[config.mk]
export PLATFORM = sky130hd
export DESIGN_NAME = pcs_dec_lite
export DESIGN_NICKNAME = d
export VERILOG_FILES = /design/src/rtl/pcs_pkg.sv /design/src/rtl/pcs_dec_block_type.sv /design/src/rtl/pcs_dec_lite.sv
export SDC_FILE = /design/constraint.sdc
export NUM_CORES = 1
export LEC_CHECK = 0
export ABC_CLOCK_PERIOD_IN_PS = 2700
export CAP_MARGIN = 5
export CORE_MARGIN = 2
export CORE_UTILIZATION = 40
export DETAILED_ROUTE_END_ITERATION = 6
export PLACE_DENSITY = 0.75
export SLEW_MARGIN = 30
export SYNTH_ARGS = -nofsm -noshare
export SYNTH_HDL_FRONTEND = slang
export SYNTH_SLANG_ARGS = --single-unit
[constraint.sdc]
create_clock -name clk -period 2.7 [get_ports clk]
set_input_delay 0.405 -clock clk [delete_from_list [all_inputs] [get_ports clk]]
set_output_delay 0.405 -clock clk [all_outputs]
set_load 0.02 [all_outputs]
[src/rtl/pcs_pkg.sv]
// Shared 64b/66b PCS definitions: block type codes, idle control character, receive FSM states.
// Used by both the encoder and the receive-side decoder.
package pcs_pkg;

    localparam logic [1:0] SYNC_DATA = 2'b01;
    localparam logic [1:0] SYNC_CTRL = 2'b10;

    localparam logic [7:0] BLOCK_TYPE_IDLE     = 8'h1e;
    localparam logic [7:0] BLOCK_TYPE_START_0  = 8'h78;
    localparam logic [7:0] BLOCK_TYPE_START_4  = 8'h33;
    localparam logic [7:0] BLOCK_TYPE_OS_4     = 8'h2d;
    localparam logic [7:0] BLOCK_TYPE_OS_START = 8'h66;
    localparam logic [7:0] BLOCK_TYPE_OS_OS    = 8'h55;
    localparam logic [7:0] BLOCK_TYPE_OS_0     = 8'h4b;
    localparam logic [7:0] BLOCK_TYPE_TERM_0   = 8'h87;
    localparam logic [7:0] BLOCK_TYPE_TERM_1   = 8'h99;
    localparam logic [7:0] BLOCK_TYPE_TERM_2   = 8'haa;
    localparam logic [7:0] BLOCK_TYPE_TERM_3   = 8'hb4;
    localparam logic [7:0] BLOCK_TYPE_TERM_4   = 8'hcc;
    localparam logic [7:0] BLOCK_TYPE_TERM_5   = 8'hd2;
    localparam logic [7:0] BLOCK_TYPE_TERM_6   = 8'he1;
    localparam logic [7:0] BLOCK_TYPE_TERM_7   = 8'hff;

    localparam logic [6:0] CTRL_IDLE = 7'h07;

    typedef enum logic [1:0] {
        RX_INIT,
        RX_C,
        RX_D,
        RX_E
    } rx_state_e;

    // Returns {hit, k}: hit is set when the type is one of the eight terminate codes.
    function automatic logic [3:0] term_lookup(input logic [7:0] block_type);
        case (block_type)
            BLOCK_TYPE_TERM_0: return 4'b1_000;
            BLOCK_TYPE_TERM_1: return 4'b1_001;
            BLOCK_TYPE_TERM_2: return 4'b1_010;
            BLOCK_TYPE_TERM_3: return 4'b1_011;
            BLOCK_TYPE_TERM_4: return 4'b1_100;
            BLOCK_TYPE_TERM_5: return 4'b1_101;
            BLOCK_TYPE_TERM_6: return 4'b1_110;
            BLOCK_TYPE_TERM_7: return 4'b1_111;
            default:           return 4'b0_000;
        endcase
    endfunction

endpackage

[src/rtl/pcs_dec_block_type.sv]
// Combinational 66b block classifier: sync header + payload -> block kind, MAC-side data/keep,
// terminate position and decode error. Holds no state.
module pcs_dec_block_type
    import pcs_pkg::*;
#(
    parameter bit          IS_40G       = 1'b0,
    parameter int unsigned DATA_W       = 64,
    parameter int unsigned KEEP_W       = 8,
    parameter int unsigned BLOCK_TYPE_W = 8,
    parameter int unsigned CTRL_W       = 7
) (
    input  logic [1:0]        i_sync_head,
    input  logic [DATA_W-1:0] i_data,
    output logic              o_data_v,
    output logic              o_ctrl_v,
    output logic              o_idle_v,
    output logic              o_start0_v,
    output logic              o_start4_v,
    output logic              o_term_v,
    output logic              o_dec_err,
    output logic [DATA_W-1:0] o_data,
    output logic [KEEP_W-1:0] o_keep
);

    logic [BLOCK_TYPE_W-1:0] w_type;
    logic [3:0]              w_term;
    logic                    w_all_idle;
    logic [DATA_W-1:0]       w_shift;

    assign w_type  = i_data[BLOCK_TYPE_W-1:0];
    assign w_term  = term_lookup(w_type);
    assign w_shift = {8'h00, i_data[DATA_W-1:8]};

    always_comb begin
        w_all_idle = 1'b1;
        for (int i = 0; i < 8; i++) begin
            if (i_data[BLOCK_TYPE_W + CTRL_W*i +: CTRL_W] != CTRL_IDLE) begin
                w_all_idle = 1'b0;
            end
        end
    end

    always_comb begin
        o_data_v   = 1'b0;
        o_ctrl_v   = 1'b0;
        o_idle_v   = 1'b0;
        o_start0_v = 1'b0;
        o_start4_v = 1'b0;
        o_term_v   = 1'b0;
        o_dec_err  = 1'b0;
        o_data     = '0;
        o_keep     = '0;
        case (i_sync_head)
            SYNC_DATA: begin
                o_data_v = 1'b1;
                o_data   = i_data;
                o_keep   = '1;
            end
            SYNC_CTRL: begin
                o_ctrl_v = 1'b1;
                if (w_type == BLOCK_TYPE_IDLE) begin
                    o_idle_v  = w_all_idle;
                    o_dec_err = !w_all_idle;
                end else if (w_type == BLOCK_TYPE_START_0) begin
                    o_start0_v = 1'b1;
                    o_data     = {i_data[DATA_W-1:8], 8'h00};
                    o_keep     = KEEP_W'(8'hfe);
                end else if (w_type == BLOCK_TYPE_START_4 && !IS_40G) begin
                    o_start4_v = 1'b1;
                    o_data     = {i_data[DATA_W-1:40], 40'h0};
                    o_keep     = KEEP_W'(8'he0);
                end else if (w_term[3]) begin
                    // Terminate: bytes below position k carry the tail of the frame.
                    o_term_v = 1'b1;
                    for (int i = 0; i < KEEP_W; i++) begin
                        if (i < int'(w_term[2:0])) begin
                            o_keep[i]       = 1'b1;
                            o_data[8*i +: 8] = w_shift[8*i +: 8];
                        end
                    end
                end else begin
                    o_dec_err = 1'b1;
                end
            end
            default: o_dec_err = 1'b1;
        endcase
    end

endmodule

[src/rtl/pcs_dec_lite.sv]
// 64b/66b receive decoder: classifies descrambled blocks, restores MAC data/keep and tracks framing
// with a reduced receive FSM. One registered output per valid input block, no backpressure.
module pcs_dec_lite
    import pcs_pkg::*;
#(
    parameter bit          IS_40G       = 1'b0,
    parameter int unsigned DATA_W       = 64,
    parameter int unsigned KEEP_W       = 8,
    parameter int unsigned LANE0_CNT_N  = IS_40G ? 1 : 2,
    parameter int unsigned BLOCK_TYPE_W = 8,
    parameter int unsigned CTRL_W       = 7,
    parameter int unsigned ERR_CNT_W    = 8
) (
    input  logic                   clk,
    input  logic                   reset,
    input  logic                   valid_i,
    input  logic [1:0]             sync_head_i,
    input  logic [DATA_W-1:0]      data_i,
    output logic                   valid_o,
    output logic                   ctrl_v_o,
    output logic                   idle_v_o,
    output logic [LANE0_CNT_N-1:0] start_v_o,
    output logic                   term_v_o,
    output logic                   err_v_o,
    output logic [DATA_W-1:0]      data_o,
    output logic [KEEP_W-1:0]      keep_o,
    output logic [ERR_CNT_W-1:0]   err_cnt_o
);

    logic              w_data_v;
    logic              w_ctrl_v;
    logic              w_idle_v;
    logic              w_start0_v;
    logic              w_start4_v;
    logic              w_term_v;
    logic              w_dec_err;
    logic [DATA_W-1:0] w_cls_data;
    logic [KEEP_W-1:0] w_cls_keep;

    pcs_dec_block_type #(
        .IS_40G       (IS_40G),
        .DATA_W       (DATA_W),
        .KEEP_W       (KEEP_W),
        .BLOCK_TYPE_W (BLOCK_TYPE_W),
        .CTRL_W       (CTRL_W)
    ) u_block_type (
        .i_sync_head (sync_head_i),
        .i_data      (data_i),
        .o_data_v    (w_data_v),
        .o_ctrl_v    (w_ctrl_v),
        .o_idle_v    (w_idle_v),
        .o_start0_v  (w_start0_v),
        .o_start4_v  (w_start4_v),
        .o_term_v    (w_term_v),
        .o_dec_err   (w_dec_err),
        .o_data      (w_cls_data),
        .o_keep      (w_cls_keep)
    );

    rx_state_e r_state;
    rx_state_e w_state_d;
    logic      w_start;

    assign w_start = w_start0_v | w_start4_v;

    always_ff @(posedge clk or posedge reset) begin
        if (reset) begin
            r_state <= RX_INIT;
        end else if (valid_i) begin
            r_state <= w_state_d;
        end
    end

    // Decode errors never set a kind flag, so they always fall through to RX_E.
    always_comb begin
        w_state_d = r_state;
        case (r_state)
            RX_INIT, RX_C: begin
                if (w_idle_v)     w_state_d = RX_C;
                else if (w_start) w_state_d = RX_D;
                else              w_state_d = RX_E;
            end
            RX_D: begin
                if (w_data_v)      w_state_d = RX_D;
                else if (w_term_v) w_state_d = RX_C;
                else               w_state_d = RX_E;
            end
            RX_E: begin
                if (w_idle_v)     w_state_d = RX_C;
                else if (w_start) w_state_d = RX_D;
                else              w_state_d = RX_E;
            end
            default: w_state_d = RX_E;
        endcase
    end

    logic                   w_err;
    logic                   w_idle_d;
    logic                   w_term_d;
    logic [1:0]             w_start_all;
    logic [LANE0_CNT_N-1:0] w_start_d;
    logic [DATA_W-1:0]      w_data_d;
    logic [KEEP_W-1:0]      w_keep_d;

    assign w_start_all = {w_start4_v, w_start0_v};

    always_comb begin
        w_err     = w_dec_err | (w_state_d == RX_E);
        w_idle_d  = w_idle_v & ~w_err;
        w_term_d  = w_term_v & ~w_err;
        w_start_d = w_start_all[LANE0_CNT_N-1:0] & {LANE0_CNT_N{~w_err}};
        w_data_d  = w_err ? '0 : w_cls_data;
        w_keep_d  = w_err ? '0 : w_cls_keep;
    end

    logic                   r_valid;
    logic                   r_ctrl;
    logic                   r_idle;
    logic [LANE0_CNT_N-1:0] r_start;
    logic                   r_term;
    logic                   r_err;
    logic [DATA_W-1:0]      r_data;
    logic [KEEP_W-1:0]      r_keep;
    logic [ERR_CNT_W-1:0]   r_err_cnt;

    always_ff @(posedge clk or posedge reset) begin
        if (reset) begin
            r_valid   <= 1'b0;
            r_ctrl    <= 1'b0;
            r_idle    <= 1'b0;
            r_start   <= '0;
            r_term    <= 1'b0;
            r_err     <= 1'b0;
            r_data    <= '0;
            r_keep    <= '0;
            r_err_cnt <= '0;
        end else if (valid_i) begin
            r_valid <= 1'b1;
            r_ctrl  <= w_ctrl_v;
            r_idle  <= w_idle_d;
            r_start <= w_start_d;
            r_term  <= w_term_d;
            r_err   <= w_err;
            r_data  <= w_data_d;
            r_keep  <= w_keep_d;
            if (w_err && r_err_cnt != '1) begin
                r_err_cnt <= r_err_cnt + ERR_CNT_W'(1);
            end
        end else begin
            // No block: strobes drop, data/keep/counter keep their last value.
            r_valid <= 1'b0;
            r_ctrl  <= 1'b0;
            r_idle  <= 1'b0;
            r_start <= '0;
            r_term  <= 1'b0;
            r_err   <= 1'b0;
        end
    end

    assign valid_o   = r_valid;
    assign ctrl_v_o  = r_ctrl;
    assign idle_v_o  = r_idle;
    assign start_v_o = r_start;
    assign term_v_o  = r_term;
    assign err_v_o   = r_err;
    assign data_o    = r_data;
    assign keep_o    = r_keep;
    assign err_cnt_o = r_err_cnt;

endmodule
==> summary.txt <==
Floorplan
  – I/O pin count: 156
  – Die height: about 110 um
  – Row count: 39
  – Initial Utilization: 0.4058
  – Core ar.: roughly 11000 um^2
  – Die Width: 111.2 um
  – Die area: around 12000 um^2

Drt
  – Drt via density: around 5.9
  – Final ANT Viol Nets: 0
  – Total number of vias: approximately 4800
  – WL final: 16610 um
  – WL/cell: between 20 and 25 um
  – DRC: 0
  – Initial DRC count: 350
  – DR pass1 iterations: 5

Clock tree
  – CTS Buf Count: 9
  – Clk pin slew, worst setup/hold paths: ~0.070 ns
  – CTS Hold Bufs: 0
  – CTS tree: yes
  – Clock sinks: between 80 and 90
  – Clock root cell: clkbuf_16
  – Clk buf depth: 2
  – H-Tree Depth: 3
  – Clock latency on the worst-skew pair: about 0.34 ns

Layout
  – Design Area, Final: ~7700 um^2
  – Area delta synth->final: 67.21%
  – # nets final: between 700 and 800
  – Most common cell after layout, fill and taps aside: buf_4
  – Final core utilization: 0.6786
  – ANT cells: 0
  – Most frequent cells in the layout: buf_4 (106), clkdlybuf4s50_1 (95), dfrtp_1 (89), o2bb2ai_1 (54), a22oi_1 (49)
  – Share of cells above drive strength 1: 0.2665

Critical path
  – CP Buf/Inv Count: 4
  – WP data arrival: just under 3 ns
  – Critical Path Sink Type: flip-flop
  – Worst path cell trace: clkdlybuf4s50_1, and4bb_2, nand4_4, nor4_4, a211oi_2, buf_4, or3_4, buf_4, buf_4, nand4_1, xnor2_1
  – Crit-path max cell delay: 0.43 ns
  – Startpoint types: input pin
  – CP top delay family: simple AND/OR/NAND/NOR gates
  – Data required time of the critical path: about 3.0 ns
  – CP max FO: 3
  – Most frequent CP cell: buf_4
  – Worst Setup Path Type: input pin to flip-flop
  – Slowest CP cell: clkdlybuf4s50_1

Placement
  – Post-DP Area: ~7100 um^2
  – Final HPWL DP: about 12000 um
  – I/O Buffers: around 160
  – Routability cong.: a little over 0.9

Pwr
  – Pwr Density: approximately 480 nW/um^2
  – Sequential share of power: 0.409
  – Internal power: around 0.0026 W
  – Switch Pwr: between 0.001 and 0.0015 W
  – Net Sw Frac: 0.2894
  – Leak: 3.532 nW
  – Power share of the clock group: 0.351
  – Total power: 0.003654 W
  – Comb pwr share: 0.240
  – VDD IR-drop max: about 0.53 mV

Run
  – Maxcap violations: 0

Global route
  – First-pass GRT wire length: roughly 26000 um
  – Vias in the first global route: between 5000 and 6000
  – GRT overflow: 0
  – Initial antenna violation count: 0
  – Largest net degree at the start of global routing: 57
  – Total global routing track utilization: 0.2645

Timing
  – # setup viols final: 0
  – Slew Limit Fails: 0
  – Fin crit share: 0.9708
  – Final hold vios: 0
  – Achievable Freq: roughly 380 MHz
  – Least-Margin Pin Slew: 0.5066 ns
  – Min Tclk post-route: about 2.6 ns
  – Clock skew: between 0.006 and 0.007 ns
  – Slew headroom: 0.6615

Synthesis
  – Syn avg cell area: between 10 and 15 um^2
  – Cells after synthesis: around 420
  – Main combinational cell family by area after synthesis: compound AO/OA/AOI/OAI gates
  – Synthesized flop and latch total: between 80 and 90
  – Synth Area in Adders: 0.008170
  – XOR/XNOR Fraction of Synth Area: 0.01334
  – Synth cell types: just over 50
  – Sequential-to-total area share from yosys stat: 0.4847
  – Compound-Gate Fraction of Synth Area: 0.2911
  – Post-Syn Area: 4594 um^2
  – YS warnings: 0
  – Post-synthesis mux area share: 0.002451
  – Synth Area in Simple Gates: 0.1541
  – Mapped Nets: between 400 and 500

Outcome
  – Status: finished clean

Worst hold path
  – Hold Crit Class: input pin to async pin
==> per-layer routing <==
metal  GRT usage  vias up  share of wire  routed length [um]
met1      0.3441     2393           0.42                6937
met3     0.05686       35          0.065                1079
li1            -     2140              -                   -
met2      0.4362      252           0.49                8182
met5           0        -              0                   0
met4     0.09630        0          0.025                 408
==> power groups by stage <==
stage / clock (W) / sequential [W] / combinational, W
after floorplan: 0 / 0.00159 / 0.000284
after global placement: 0 / 0.00151 / 0.000821
after detailed placement: 0 / 0.00152 / 0.000840
after CTS: 0.00129 / 0.00150 / 0.000870
after global routing: 0.00134 / 0.00151 / 0.000932
final: 0.00128 / 0.00150 / 0.000876
==> cells in the mapped netlist, drive strengths merged <==
cell,n,area (um^2)
a211oi,1,12.51
a21boi,2,15.01
a21o,2,15.01
a21oi,23,115.1
a22o,1,8.760
a22oi,49,367.9
a31o,1,8.760
a31oi,1,6.260
a32o,9,90.09
and2,3,18.77
and3,5,31.28
and4b,2,20.02
and4bb,9,116.4
buf,15,72.57
clkbuf,20,75.07
dfrtp,89,2227
ha,3,37.54
inv,17,63.81
mux2,1,11.26
nand2,15,56.30
nand2b,1,6.260
nand3,4,20.02
nand4,10,77.57
nand4b,1,8.760
nor2,22,82.58
nor2b,3,18.77
nor3,4,25.02
nor3b,1,12.51
nor4,1,21.27
nor4b,6,58.80
nor4bb,10,100.1
o2111ai,2,17.52
o211ai,1,7.510
o21ai,7,35.03
o21bai,2,26.28
o2bb2ai,54,473.0
o311ai,1,8.760
o32ai,8,130.1
or2,1,6.260
or3,2,12.51
or4,2,15.01
xnor2,4,35.03
xor2,3,26.28
==> final timing paths <==
| path | start | endpoint | slack, ns | cells past startpoint |
|---|---|---|---|---|
| min in group clk | data_o[23] | data_o[23] | 0.49 | 1 |
| worst max register to register | r_state[0] | data_o[50] | 0.78 | 7 |
| worst max-delay path | data_i[32] | err_cnt_o[4] | 0.08 | 11 |
| max in group asynchronous | reset | keep_o[5] | 1.64 | 3 |
| worst min-delay path | reset | data_o[31] | 0.44 | 2 |
| worst min register to register | data_o[23] | data_o[23] | 0.49 | 1 |
==> worst register-to-register path, stage by stage, from the launching register on <==
cell and delay (ns):
dfrtp_1 0.38, inv_1 0.06, nand2_1 0.08, nor2_1 0.05, a21boi_2 0.16, or4_4 0.57, o21bai_4 0.24, o32ai_2 0.28
==> state kept, by name, summed over array words and instances (netlist names) <==
signal	count
err_cnt_o	8
start_v_o	2
idle_v_o	1
term_v_o	1
data_o	64
valid_o	1
keep_o	8
ctrl_v_o	1
err_v_o	1
r_state	2
==> repair_timing <==
action	in CTS	in global routing
gates resized for setup	46	54
endpoints found under the setup margin	82	80
cloned	2	0
buffers inserted	1	0
pin swaps	20	22
==> cell families (layout without fill, tap and decap cells) <==
logic type | count (synthesis) | after routing
XOR/XNOR | 7 | 7
flip-flops | 89 | 89
multiplexers | 1 | 1
buffers and inverters | 52 | 301
adder cells (fa/ha/maj) | 3 | 3
AND/OR/NAND/NOR | 102 | 102
AO/OA/AOI/OAI | 164 | 165
==> per-stage QoR <==
stage               std cells  worst slack (ns)  hold WS, ns  setup TNS, ns
finish                    811           0.07882       0.4417              0
global route              811          -0.02089       0.4735       -0.02089
CTS                       811          0.002259       0.4527              0
detailed placement        793           -0.7227       0.4724         -54.13
global placement          793           -0.6757       0.4711         -52.51
floorplan                 418            0.1061       0.4364              0
==> final cells by class <==
| type | instances | area [um^2] |
|---|---|---|
| fill | 847 | 3638 |
| timing repair buffer | 268 | 2536 |
| multi-input combinational | 278 | 2369 |
| sequential | 89 | 2227 |
| clock buffer | 10 | 239.0 |
| tap | 143 | 178.9 |
| inverter | 17 | 67.56 |
| clock inverter | 6 | 65.06 |
No activity file was read; power rests on OpenSTA's default activity.
